===== src/rtl/nibble_loader_pkg.sv =====
// nibble_loader_pkg: shared widths and FSM encoding for the nibble loader.
// Holds DW/NDIG/W, the digit counter width, and the state enum.
package nibble_loader_pkg;

    localparam int DW   = 4;
    localparam int NDIG = 3;
    localparam int W    = DW * NDIG;
    localparam int CW   = 2;

    typedef enum logic [1:0] {
        S_IDLE    = 2'd0,
        S_COLLECT = 2'd1,
        S_LOAD    = 2'd2
    } state_t;

endpackage


===== src/rtl/nibble_loader_shift_stage.sv =====
// nibble_shift_stage: W-bit staging shift register, DW bits shifted in at LSB.
// Ports: clk, i_rst_n (sync active-low), i_clear, i_shift, i_din, o_q (parallel out).
module nibble_shift_stage
    import nibble_loader_pkg::*;
(
    input  logic          clk,
    input  logic          i_rst_n,
    input  logic          i_clear,
    input  logic          i_shift,
    input  logic [DW-1:0] i_din,
    output logic [W-1:0]  o_q
);

    logic [W-1:0] r_q;

    // Clear wins over shift so a completing load can empty the stage.
    always_ff @(posedge clk) begin
        if (!i_rst_n || i_clear) begin
            r_q <= '0;
        end else if (i_shift) begin
            r_q <= {r_q[W-DW-1:0], i_din};
        end
    end

    assign o_q = r_q;

endmodule


===== src/rtl/nibble_loader.sv =====
// nibble_loader: assembles a 12-bit word from three 4-bit digits
// and drives L plus a one-cycle en strobe.
module nibble_loader
  import nibble_loader_pkg::*;
#(
  parameter int TIMEOUT_CYCLES = 255
)
(
  input  logic          clk,
  input  logic          clr,
  input  logic [DW-1:0] digit,
  input  logic          digit_valid,
  input  logic          cancel,
  output logic [W-1:0]  L,
  output logic          en,
  output logic          busy,
  output logic [CW-1:0] cnt,
  output logic          err
);

  state_t        r_state;
  state_t        w_next;
  logic [CW-1:0] r_cnt;
  logic [CW-1:0] w_cnt_nxt;
  logic [W-1:0]  r_L;
  logic          r_en;
  logic          w_shift;
  logic          w_clear;
  logic          w_load;
  logic [W-1:0]  w_stage;

`ifdef NIBBLE_TIMEOUT_EN
  logic [7:0]    r_idle;
  logic          r_err;
  logic          w_timeout;
  logic          w_to;

  assign w_timeout = (r_state == S_COLLECT) &&
                     (r_idle == 8'(TIMEOUT_CYCLES - 1));
`endif

  nibble_shift_stage u_stage (
    .clk     (clk),
    .i_rst_n (clr),
    .i_clear (w_clear),
    .i_shift (w_shift),
    .i_din   (digit),
    .o_q     (w_stage)
  );

  always_comb begin
    w_next    = r_state;
    w_cnt_nxt = r_cnt;
    w_shift   = 1'b0;
    w_clear   = 1'b0;
    w_load    = 1'b0;
`ifdef NIBBLE_TIMEOUT_EN
    w_to      = 1'b0;
`endif
    unique case (r_state)
      S_IDLE: begin
        if (digit_valid) begin
          w_shift   = 1'b1;
          w_cnt_nxt = CW'(1);
          w_next    = S_COLLECT;
        end
      end
      S_COLLECT: begin
        if (cancel) begin
          w_clear   = 1'b1;
          w_cnt_nxt = '0;
          w_next    = S_IDLE;
`ifdef NIBBLE_TIMEOUT_EN
        end else if (w_timeout) begin
          w_clear   = 1'b1;
          w_cnt_nxt = '0;
          w_to      = 1'b1;
          w_next    = S_IDLE;
`endif
        end else if (digit_valid) begin
          if (r_cnt == CW'(NDIG - 1)) begin
            w_load    = 1'b1;
            w_clear   = 1'b1;
            w_cnt_nxt = '0;
            w_next    = S_LOAD;
          end else begin
            w_shift   = 1'b1;
            w_cnt_nxt = r_cnt + CW'(1);
          end
        end
      end
      S_LOAD: begin
        w_cnt_nxt = '0;
        w_next    = S_IDLE;
      end
      default: begin
        w_cnt_nxt = '0;
        w_next    = S_IDLE;
      end
    endcase
  end

  always_ff @(posedge clk) begin
    if (!clr) begin
      r_state <= S_IDLE;
      r_cnt   <= '0;
      r_L     <= '0;
      r_en    <= 1'b0;
    end else begin
      r_state <= w_next;
      r_cnt   <= w_cnt_nxt;
      r_en    <= w_load;
      if (w_load) begin
        r_L <= (w_stage << DW) | W'(digit);
      end
    end
  end

`ifdef NIBBLE_TIMEOUT_EN
  always_ff @(posedge clk) begin
    if (!clr) begin
      r_idle <= '0;
      r_err  <= 1'b0;
    end else begin
      r_err <= w_to;
      if (r_state != S_COLLECT ||
          w_next != S_COLLECT || w_shift) begin
        r_idle <= '0;
      end else begin
        r_idle <= r_idle + 8'd1;
      end
    end
  end

  assign err = r_err;
`else
  assign err = 1'b0;
`endif

  assign L    = r_L;
  assign en   = r_en;
  assign cnt  = r_cnt;
  assign busy = (r_state != S_IDLE);

endmodule


===== config.mk =====
export PLATFORM = sky130hd
export DESIGN_NAME = nibble_loader
export DESIGN_NICKNAME = d
export VERILOG_FILES = /design/src/rtl/nibble_loader_pkg.sv /design/src/rtl/nibble_loader_shift_stage.sv /design/src/rtl/nibble_loader.sv
export SDC_FILE = /design/constraint.sdc
export NUM_CORES = 1
export LEC_CHECK = 0
export CELL_PAD_IN_SITES_DETAIL_PLACEMENT = 2
export CELL_PAD_IN_SITES_GLOBAL_PLACEMENT = 2
export CORE_UTILIZATION = 33
export DETAILED_ROUTE_END_ITERATION = 12
export PLACE_DENSITY_LB_ADDON = 0.05
export RECOVER_POWER = 100
export SLEW_MARGIN = 5
export SYNTH_ARGS = -nofsm -noshare
export SYNTH_HDL_FRONTEND = slang
export SYNTH_HIERARCHICAL = 1
export SYNTH_SLANG_ARGS = --single-unit

===== constraint.sdc =====
create_clock -name clk -period 2.8 [get_ports clk]
set_clock_uncertainty 0.1 [all_clocks]
set_input_delay 0.56 -clock clk [delete_from_list [all_inputs] [get_ports clk]]
set_output_delay 0.56 -clock clk [all_outputs]
set_load 0.005 [all_outputs]

Word level (Yosys, flattened, before mapping)

Index checks and enable logic that the tools add are counted.

Word-level logic and storage cells: 38
Output and inout bits: 17
Input port bits: 8
Flip-flop bits (word level): 25

Bitwise logic cells: 1
Muxes and demuxes: 20
Add/sub/neg operators: 1
Reductions and logical operators: 6
Equality and inequality tests: 5

Operators by type and width:

| kind                                                             | number |
|---|---|
| 2-bit two-way mux                                                | 7 |
| 12-bit by 4-bit OR with 12-bit output                            | 1 |
| 1-bit two-way mux                                                | 10 |
| 2-bit case mux with 2 select lines                               | 2 |
| 3-bit inequality test (second input constant)                    | 2 |
| 3-bit AND reduction                                              | 1 |
| 2-bit by 1-bit adder with 2-bit output (second input constant)   | 1 |
| 2-bit by 1-bit == test with 1-bit output (second input constant) | 1 |
| 2-bit == test (second input constant)                            | 1 |
| 2-bit zero test                                                  | 1 |
| 2-bit inequality test (second input constant)                    | 1 |
| 1-bit case mux with 2 select lines                               | 1 |
| 2-bit AND reduction                                              | 1 |
| 2-bit nonzero test                                               | 1 |
| 1-bit zero test                                                  | 1 |
| 1-bit logical OR                                                 | 1 |

Longest topological paths before layout

Gate-level depths: netlist (run 1).

Depth in word-level cells: 6
Mapped depth: 6
Depth with buffers taken out: 5

By module

The synthesis (run 1) kept the hierarchy.

Modules (own cells, without submodules):

| module             | instances | cells an instance | area each (sq um) | seq. area each (sq um) |
|---|---|---|---|---|
| nibble_loader      | 1         | 83                | 772.0             | 340.3 |
| nibble_shift_stage | 1         | 39                | 427.9             | 240.2 |

Least setup slack after synthesis (run 1)

Ideal clock, no wire load.

Path type: in2reg
Start: input cancel
End: register u_stage.r_q[0] (netlist: u_stage/o_q[0])
Buffers on the path: 1
Path slack: 1,061 ps
Arrival time: 1,522 ps
Library setup time: 117 ps
Stages: 5
Required time: 2,583 ps
Cells stage by stage: o21a_1 nor3_1 buf_6 mux2i_1 nor2_1

Elaborated cells between the ends (all ways): 5
Those cells by class: mux: 4; reduce/logical: 1

RTL lines:

| item                               | line                            | RTL |
|---|---|---|
| start, declared                    | nibble_loader.sv:13             | `input logic cancel,` |
| 1-bit two-way mux                  | nibble_loader.sv:69             | `if (cancel) begin` |
| 1-bit case mux with 2 select lines | nibble_loader.sv:60             | `unique case (r_state)` |
| via w_shift                        | nibble_loader.sv:27             | `logic w_shift;` |
| end signal, assigned               | nibble_loader_shift_stage.sv:21 | `r_q <= {r_q[W-DW-1:0], i_din};` |
| end, declared                      | nibble_loader_shift_stage.sv:14 | `logic [W-1:0] r_q;` |

The timed path passes the listed nets, and every way through them passes these cells.
A chain may end at the register's enable or synchronous reset.

Worst setup path in the final report (run 1)

Start: input cancel
End: register r_L[3] (netlist: L[3])

Cells in the longest elaborated chain, start to end: 2

RTL lines:

| item                 | line                 | RTL |
|---|---|---|
| 1-bit two-way mux    | nibble_loader.sv:69  |  |
| 1-bit two-way mux    | nibble_loader.sv:60  |  |
| end signal, assigned | nibble_loader.sv:114 | `r_L <= (w_stage << DW) \| W'(digit);` |
| end, declared        | nibble_loader.sv:25  | `logic [W-1:0] r_L;` |

No other way between the ends.

==> results of run 1 <==
## layer usage
| metal | vias up | share of wire (%) | routed length (um) |
|---|---|---|---|
| met4 | 0 | 1.5 | 34 |
| met5 | - | 0 | 0 |
| li1 | 406 | - | - |
| met1 | 405 | 44 | 1017 |
| met2 | 15 | 51 | 1178 |
| met3 | 4 | 2.7 | 61 |
## power by group through the flow
stage	Clock [W]	Sequential, W	Combinational [W]
floorplan	0	0.000377	0.0000382
global placement	0	0.000379	0.0000593
detailed placement	0	0.000379	0.0000616
CTS	0.000170	0.000372	0.0000620
global route	0.000181	0.000373	0.0000642
finish	0.000158	0.000371	0.0000568
## final cells by class
class | count | area, um2
Timing Repair Buffer | 25 | 241.5
Clock buffer | 3 | 22.52
Multi-Input combinational cell | 76 | 485.5
Tap cell | 44 | 55.05
Clock inverter | 1 | 5.005
Inverter | 2 | 7.507
Sequential cell | 25 | 500.5
Fill cell | 370 | 1735
## flip-flops by register name, indices dropped and copies added (netlist names)
name / count
L: 12
cnt: 2
en: 1
r_state: 2
u_stage/o_q: 8
## metrics by stage
step                total power, W  cells  utilization [%]  hold WS, ns  setup slack (ns)
floorplan                0.0004151    110                -       0.3373             1.229
global placement         0.0004382    172            42.91       0.3426            0.6193
detailed placement       0.0004408    172            42.91       0.3549            0.5417
CTS                      0.0006037    176            43.81       0.3784            0.6844
global route             0.0006178    176            43.16       0.3966            0.3188
finish                   0.0005861    176            43.16       0.3683            0.4033
## final timing paths
check | end | start | depth (start not counted) | slack (ns)
hold / removal | L[1] | L[1] | 2 | 0.37
hold reg to reg | L[1] | L[1] | 2 | 0.37
setup / recovery | L[3] | cancel | 4 | 0.40
setup reg to reg | L[3] | r_state[0] | 3 | 0.81
## worst max-delay path, delay by kind of cell
family                 cells  cell delay (ns)
buffers and inverters      1             0.60
and+or+nand+nor            2             1.11
muxes                      1             0.27
==> results.md, run 1 <==
- Worst Path Arrival: roughly 2.6 ns
- Row count: 20
- Nets@finish: 141
- Critical path class: in -> reg
- Die ar.: between 0.003 and 0.004 mm2
- Critical path peak fanout: 14
- Max Slew Vio Count: 0
- Post-CTS Resized: 0
- Max transition margin: around two fifths
- Routed Antenna Nets: 0
- Sink Count: 25
- Post-CTS Setup Bufs: 0
- # port buffers: 23
- Initial antenna violation count: 0
- Most frequent cells in the layout: dfxtp_1, nand2_1, mux2i_1
- Clock Latency Late Sink: 0.31 ns
- DP Area: 0.001310 mm2
- Max Freq: 417.2 MHz
- Slowest stage cell, crit path: nor2_2
- RSZ-0062 raised after global routing: false
- Wire length per cell: ~13 um
- Drt drc: 0
- GRT overflow: 0
- Final hold vios: 0
- Worst-Margin Slew: between 0.8 and 0.9 ns
- CTS tree: built
- Syn_nets: 118
- N_diodes: 0
- Post-Syn Area per Cell: slightly below 10 um2
- Met1 usage: a little under a fifth
- Initial DRT Pass Iterations: 4
- 1st-iter DRT viols: 17
- Clock share of power: a little over a quarter
- Clk Tree Root Cell: clkbuf_4
- Static leakage: roughly 0.54 nW
- Sw frac: about a quarter
- Synthesized area: between 0.001 and 0.0015 mm2
- Status: finished clean
- Psw: 0.0001412 W
- Htree depth: 1
- Detailed placement HPWL: 1645 um
- Min-delay worst type: reg -> reg
- Post-cts hold buffer count: 0
- Fin crit period: ~2.4 ns
- Ys Warns: 6
- Maximum clock path buffer count: 2
- Area growth syn-to-layout: 23.74%
- Height of the die: about 59 um
- Post-Syn Instances: 110
- Clk slew on worst S/H paths: between 0.1 and 0.15 ns
- Die width: 58.80 um
- CP max stage delay: 0.69 ns
- Type of origin of the critical path: input port
- Share of cells above drive strength 1: under 10%
- Vias: 830
- Global-route wire length before repair: between 3000 and 4000 um
- Cell breakdown of the critical path: dlygate4sd3_1 > or3b_1 > nor2_2 > mux2i_1
- Starting Density: between 30% and 40%
- Vias per cell: around 4.7
- Post-Layout Inst Area: 0.001318 mm2
- Flop pwr share: a little over three fifths
- Crit path required time: 2.95 ns
- Busiest grt layer: met2
- Internal power: between 0.0004 and 0.0005 W
- Number of global-route vias before repair: between 800 and 900
- Met3 Resource Use GR: about 2.0%
- Comb power frac: under 10%
- Fin crit share: 85.59%
- CP endpoint kind: register
- Total Wirelength: between 2000 and 2500 um
- Max-Cap Viols: 0
- Setup TNS Final: 0 ns
- GPL Wtd Cong: between 0.7 and 0.8
- Largest net degree at the start of global routing: 32
- CTS Buf Count: 3
- Pwr Density: ~440 mW/mm2
- Tot GR Track Use: 15.08%
- Final setup fails: 0
- Maximum vdd drop: 176.1 uV
- Core area: slightly above 0.003 mm2
- I/O pin total: 25
- Grt met2 use: a little over a quarter
(Power assumes the default switching activity.)
==> run 2, diff against run 1 <==
--- a/config.mk
+++ b/config.mk
@@ -9,8 +9,10 @@
 export CELL_PAD_IN_SITES_GLOBAL_PLACEMENT = 2
 export CORE_UTILIZATION = 33
 export DETAILED_ROUTE_END_ITERATION = 12
+export MAX_ROUTING_LAYER = met4
 export PLACE_DENSITY_LB_ADDON = 0.05
 export RECOVER_POWER = 100
+export REMOVE_ABC_BUFFERS = 1
 export SLEW_MARGIN = 5
 export SYNTH_ARGS = -nofsm -noshare
 export SYNTH_HDL_FRONTEND = slang
==> run 2 against run 1 <==
Register-to-register slack gained 0.04 ns; combinational power grew 6.9%; via count grew 1.4%; utilization grew 0.66 points; largest cell class unchanged; critical endpoint is now u_stage/o_q[2]; routed wire length grew 7.4%; cell area grew 1.5%; sequential cell count is the same.
==> results.md, run 2 (synthesized netlist as in run 1, its figures left out) <==
- Die ar.: between 0.003 and 0.004 mm2
- CTS tree: built
- Maximum vdd drop: between 200 and 300 uV
- Clk Tree Root Cell: clkbuf_4
- Die width: between 50 and 60 um
- DP Area: roughly 0.0013 mm2
- Tot GR Track Use: between 10% and 20%
- Slowest stage cell, crit path: dlygate4sd3_1
- Worst Path Arrival: roughly 2.4 ns
- GRT overflow: 0
- Worst R2R Start: cnt[1]
- Drt drc: 0
- Max transition margin: about three fifths
- Wire length per cell: roughly 14 um
- Max-Cap Viols: 0
- Internal power: ~0.00045 W
- Crit path required time: slightly below 3 ns
- Starting Density: around a third
- Type of origin of the critical path: input port
- Multi-input gate area: roughly 500 um2
- Total Wirelength: approximately 2500 um
- Largest register FFs: 12
- Initial DRT Pass Iterations: 3
- CTS Buf Count: 3
- Sw frac: between 20% and 30%
- Clk slew on worst S/H paths: approximately 0.13 ns
- Max Freq: 433.8 MHz
- Critical path class: in -> reg
- Max Slew Vio Count: 0
- Detailed placement HPWL: approximately 1800 um
- Core area: 0.003053 mm2
- Final setup fails: 0
- Min-delay worst type: reg -> reg
- RSZ-0062 raised after global routing: false
- Fin crit period: 2.305 ns
- CP max stage delay: 0.72 ns
- Final hold vios: 0
- Clock Latency Late Sink: roughly 0.31 ns
- Post-cts hold buffer count: 0
- Initial antenna violation count: 0
- Crit. Startpoint: digit_valid
- CP endpoint kind: register
- Global-route wire length before repair: 4140 um
- Vias: between 800 and 900
- Largest net degree at the start of global routing: 17
- Maximum clock path buffer count: 2
- Row count: 20
- Critical path peak fanout: 8
- Hold slack: between 0.3 and 0.4 ns
- Height of the die: just under 60 um
- Fin crit share: 82.34%
- Status: finished clean
- Pwr Density: between 400 and 500 mW/mm2
- Hold wc startpoint: L[1]
- Number of global-route vias before repair: slightly below 900
- Share of cells above drive strength 1: around 5.3%
- Worst-Margin Slew: 0.6026 ns
- Power, Total: 0.0005907 W
- Psw: roughly 0.00014 W
- Clock share of power: a little over a quarter
- Most frequent cells in the layout: dfxtp_1, nand2_1, mux2i_1
- GPL Wtd Cong: about 0.76
- # port buffers: 23
- I/O pin total: 25
- Routed Antenna Nets: 0
- Seq. cell area: 500.5 um2
- Cell breakdown of the critical path: dlygate4sd3_1 > inv_1 > nor3_1 > clkbuf_1 > mux2i_1 > nor2_1
- Sink Count: 25
- Post-CTS Setup Bufs: 0
- N_diodes: 0
- Area growth syn-to-layout: 25.62%
- Flop pwr share: between 60% and 70%
- Fillers: about 370
- Setup TNS Final: 0 ns
- Static leakage: 0.5653 nW
- 1st-iter DRT viols: 16
- Nets@finish: ~140
- Htree depth: 1
- Comb power frac: 10.3%
- Post-CTS Resized: 0
- Post-Layout Inst Area: ~0.0013 mm2
- Vias per cell: about 4.8
## run 2: cell types whose count changed in the layout (fill, tap and decap cells not counted), sizes merged
cell and change:
buf +1, clkbuf +1, clkinv -1
## run 2: stage by stage
| stage | instances | util (%) | setup slack [ns] |
|---|---|---|---|
| after floorplan | 103 | - | 0.7248 |
| after global placement | 173 | 43.16 | 0.6127 |
| after detailed placement | 173 | 43.16 | 0.5281 |
| after CTS | 177 | 44.02 | 0.6763 |
| after global routing | 177 | 43.81 | 0.3399 |
| final | 177 | 43.81 | 0.4946 |
## run 2: final cells by class
cell class,count,share of cell area (%)
tap,44,4.116
sequential,25,37.42
clock buffer,4,1.964
inverter,2,0.5613
timing repair buffer,26,18.62
multi-input combinational,76,37.32
## run 2: layer usage
| layer | part of all wire [%] | up-vias | track usage, % |
|---|---|---|---|
| met2 | 52 | 14 | 29.06 |
| li1 | - | 412 | - |
| met5 | 0 | - | - |
| met1 | 44 | 414 | 19.16 |
| met4 | 0.85 | 0 | 4.082 |
| met3 | 3.0 | 2 | 3.956 |
## run 2: final timing paths
| path | to | slack [ns] | depth (start not counted) |
|---|---|---|---|
| worst max-delay path | u_stage/o_q[2] | 0.49 | 6 |
| worst min-delay path | L[1] | 0.37 | 2 |
| worst max register to register | u_stage/o_q[2] | 0.85 | 6 |
| worst min register to register | L[1] | 0.37 | 2 |
## run 2: critical path: cells and delay by family
| kind | cells | cell delay, ns |
|---|---|---|
| AND/OR/NAND/NOR | 2 | 0.24 |
| multiplexers | 1 | 0.29 |
| buffers and inverters | 3 | 1.31 |
## run 2: power groups by stage
stage | logic, W | clock network [W] | registers, W
floorplan | 0.0000297 | 0 | 0.000377
global placement | 0.0000607 | 0 | 0.000379
detailed placement | 0.0000642 | 0 | 0.000379
CTS | 0.0000646 | 0.000173 | 0.000371
global route | 0.0000673 | 0.000183 | 0.000373
finish | 0.0000607 | 0.000159 | 0.000371
==> run 3, diff against run 2 <==
--- a/config.mk
+++ b/config.mk
@@ -7,7 +7,7 @@
 export LEC_CHECK = 0
 export CELL_PAD_IN_SITES_DETAIL_PLACEMENT = 2
 export CELL_PAD_IN_SITES_GLOBAL_PLACEMENT = 2
-export CORE_UTILIZATION = 33
+export CORE_UTILIZATION = 27
 export DETAILED_ROUTE_END_ITERATION = 12
 export MAX_ROUTING_LAYER = met4
 export PLACE_DENSITY_LB_ADDON = 0.05
==> constraint.sdc (replaced) <==
create_clock -name clk -period 2 [get_ports clk]
set_clock_uncertainty 0.1 [all_clocks]
set_input_delay 0.4 -clock clk [delete_from_list [all_inputs] [get_ports clk]]
set_output_delay 0.4 -clock clk [all_outputs]
set_load 0.005 [all_outputs]
==> run 3 against run 2 <==
Combinational power up 44%; critical path depth down 5; highest routed layer unchanged; global-route usage down 2.8 points.
==> results.md, run 3 (synthesized netlist as in run 1, its figures left out) <==
- Status: finished clean
- CP max stage delay: 0.61 ns
- Die ar.: 0.004199 mm2
- # port buffers: 23
- Initial DRT Pass Iterations: 2
- Min-delay worst type: reg -> reg
- Nets@finish: 145
- Max Slew Vio Count: 0
- Type of origin of the critical path: register
- Wire length per cell: approximately 13 um
- Post-Layout Inst Area: roughly 0.0014 mm2
- Reg2reg setup slack: about 0.33 ns
- CTS tree: built
- Clk slew on worst S/H paths: approximately 0.09 ns
- Global-route wire length before repair: approximately 4300 um
- Max Freq: between 500 and 600 MHz
- Vias: 835
- Pwr Density: between 600 and 700 mW/mm2
- Max-Cap Viols: 0
- Static leakage: a little under 0.6 nW
- N_diodes: 0
- Routed Antenna Nets: 0
- Post-CTS Resized: 0
- CP top delay family: buffers and inverters
- Buffer and inverter count on the worst path: 1
- Vias per cell: around 4.5
- Tot GR Track Use: 13.84%
- Slowest stage cell, crit path: dlygate4sd3_1
- Hold slack: 0.3580 ns
- Worst Path Arrival: ~1.4 ns
- Largest net degree at the start of global routing: 16
- Maximum vdd drop: 211.3 uV
- Sink Count: 25
- Crit path required time: about 1.5 ns
- GRT overflow: 0
- Detailed placement HPWL: roughly 1800 um
- Die width: approximately 65 um
- Row count: 22
- Critical path peak fanout: 6
- Fin crit period: 1.866 ns
- DP Area: 0.001345 mm2
- Number of global-route vias before repair: 881
- Htree depth: 1
- Height of the die: 64.80 um
- CP endpoint kind: primary output
- Initial antenna violation count: 0
- I/O pin total: 25
- Starting Density: roughly 29%
- Final setup fails: 0
- Cell breakdown of the critical path: dlygate4sd3_1
- Area growth syn-to-layout: 29.73%
- Dpl ws: -0.06053 ns
- Share of cells above drive strength 1: between 7 and 8%
- Setup ws final: about 0.13 ns
- Fin crit share: 93.29%
- Final hold vios: 0
- 1st-iter DRT viols: 27
- Setup TNS Final: 0 ns
- Largest register FFs: 12
- GPL Wtd Cong: between 0.8 and 0.9
- Drt drc: 0
- Clk Tree Root Cell: clkbuf_8
- Clock Latency Late Sink: 0.27 ns
- Total Wirelength: 2366 um
- CTS Buf Count: 3
- Most frequent cells in the layout: dfxtp_1, nand2_1, mux2i_1
- Critical path class: reg -> out
- Core area: 0.003716 mm2
- Post-CTS Setup Bufs: 0
- Maximum clock path buffer count: 2
- RSZ-0062 raised after global routing: false
- Post-cts hold buffer count: 0
## run 3: final cells by class
type	instances	area, um2
Clock buffer	3	41.29
Fill cell	434	2335
Clock inverter	1	5.005
Sequential cell	25	500.5
Inverter	2	7.507
Tap cell	48	60.06
Multi-Input combinational cell	76	499.2
Timing Repair Buffer	29	267.8
## run 3: per-layer routing
| layer | global-route usage, % | part of all wire (%) |
|---|---|---|
| met5 | - | 0 |
| met4 | 5.000 | 0.59 |
| met3 | 2.113 | 2.4 |
| met2 | 23.18 | 48 |
| met1 | 16.74 | 49 |
## run 3: through the flow
step,instances,total power (W),util [%]
2_1_floorplan,103,0.0005692,-
3_3_place_gp,180,0.0006211,36.20
3_5_place_dp,180,0.0006252,36.20
4_1_cts,184,0.0009347,37.44
5_1_grt,184,0.0009619,37.17
6_report,184,0.0009100,37.17
## run 3: worst paths after layout
| kind | from | to | depth (start not counted) |
|---|---|---|---|
| max | cnt[1] | cnt[1] | 1 |
| min | L[3] | L[3] | 2 |
| max reg2reg | cnt[1] | u_stage/o_q[4] | 6 |
| min reg2reg | L[3] | L[3] | 2 |
## run 3: power breakdown
part / total (W) / switching [W] / internal, W
combinational: 0.0000874 / 0.0000432 / 0.0000442
sequential: 0.000520 / 0.0000113 / 0.000508
clock: 0.000303 / 0.000164 / 0.000139
total: 0.000910 / 0.000218 / 0.000692
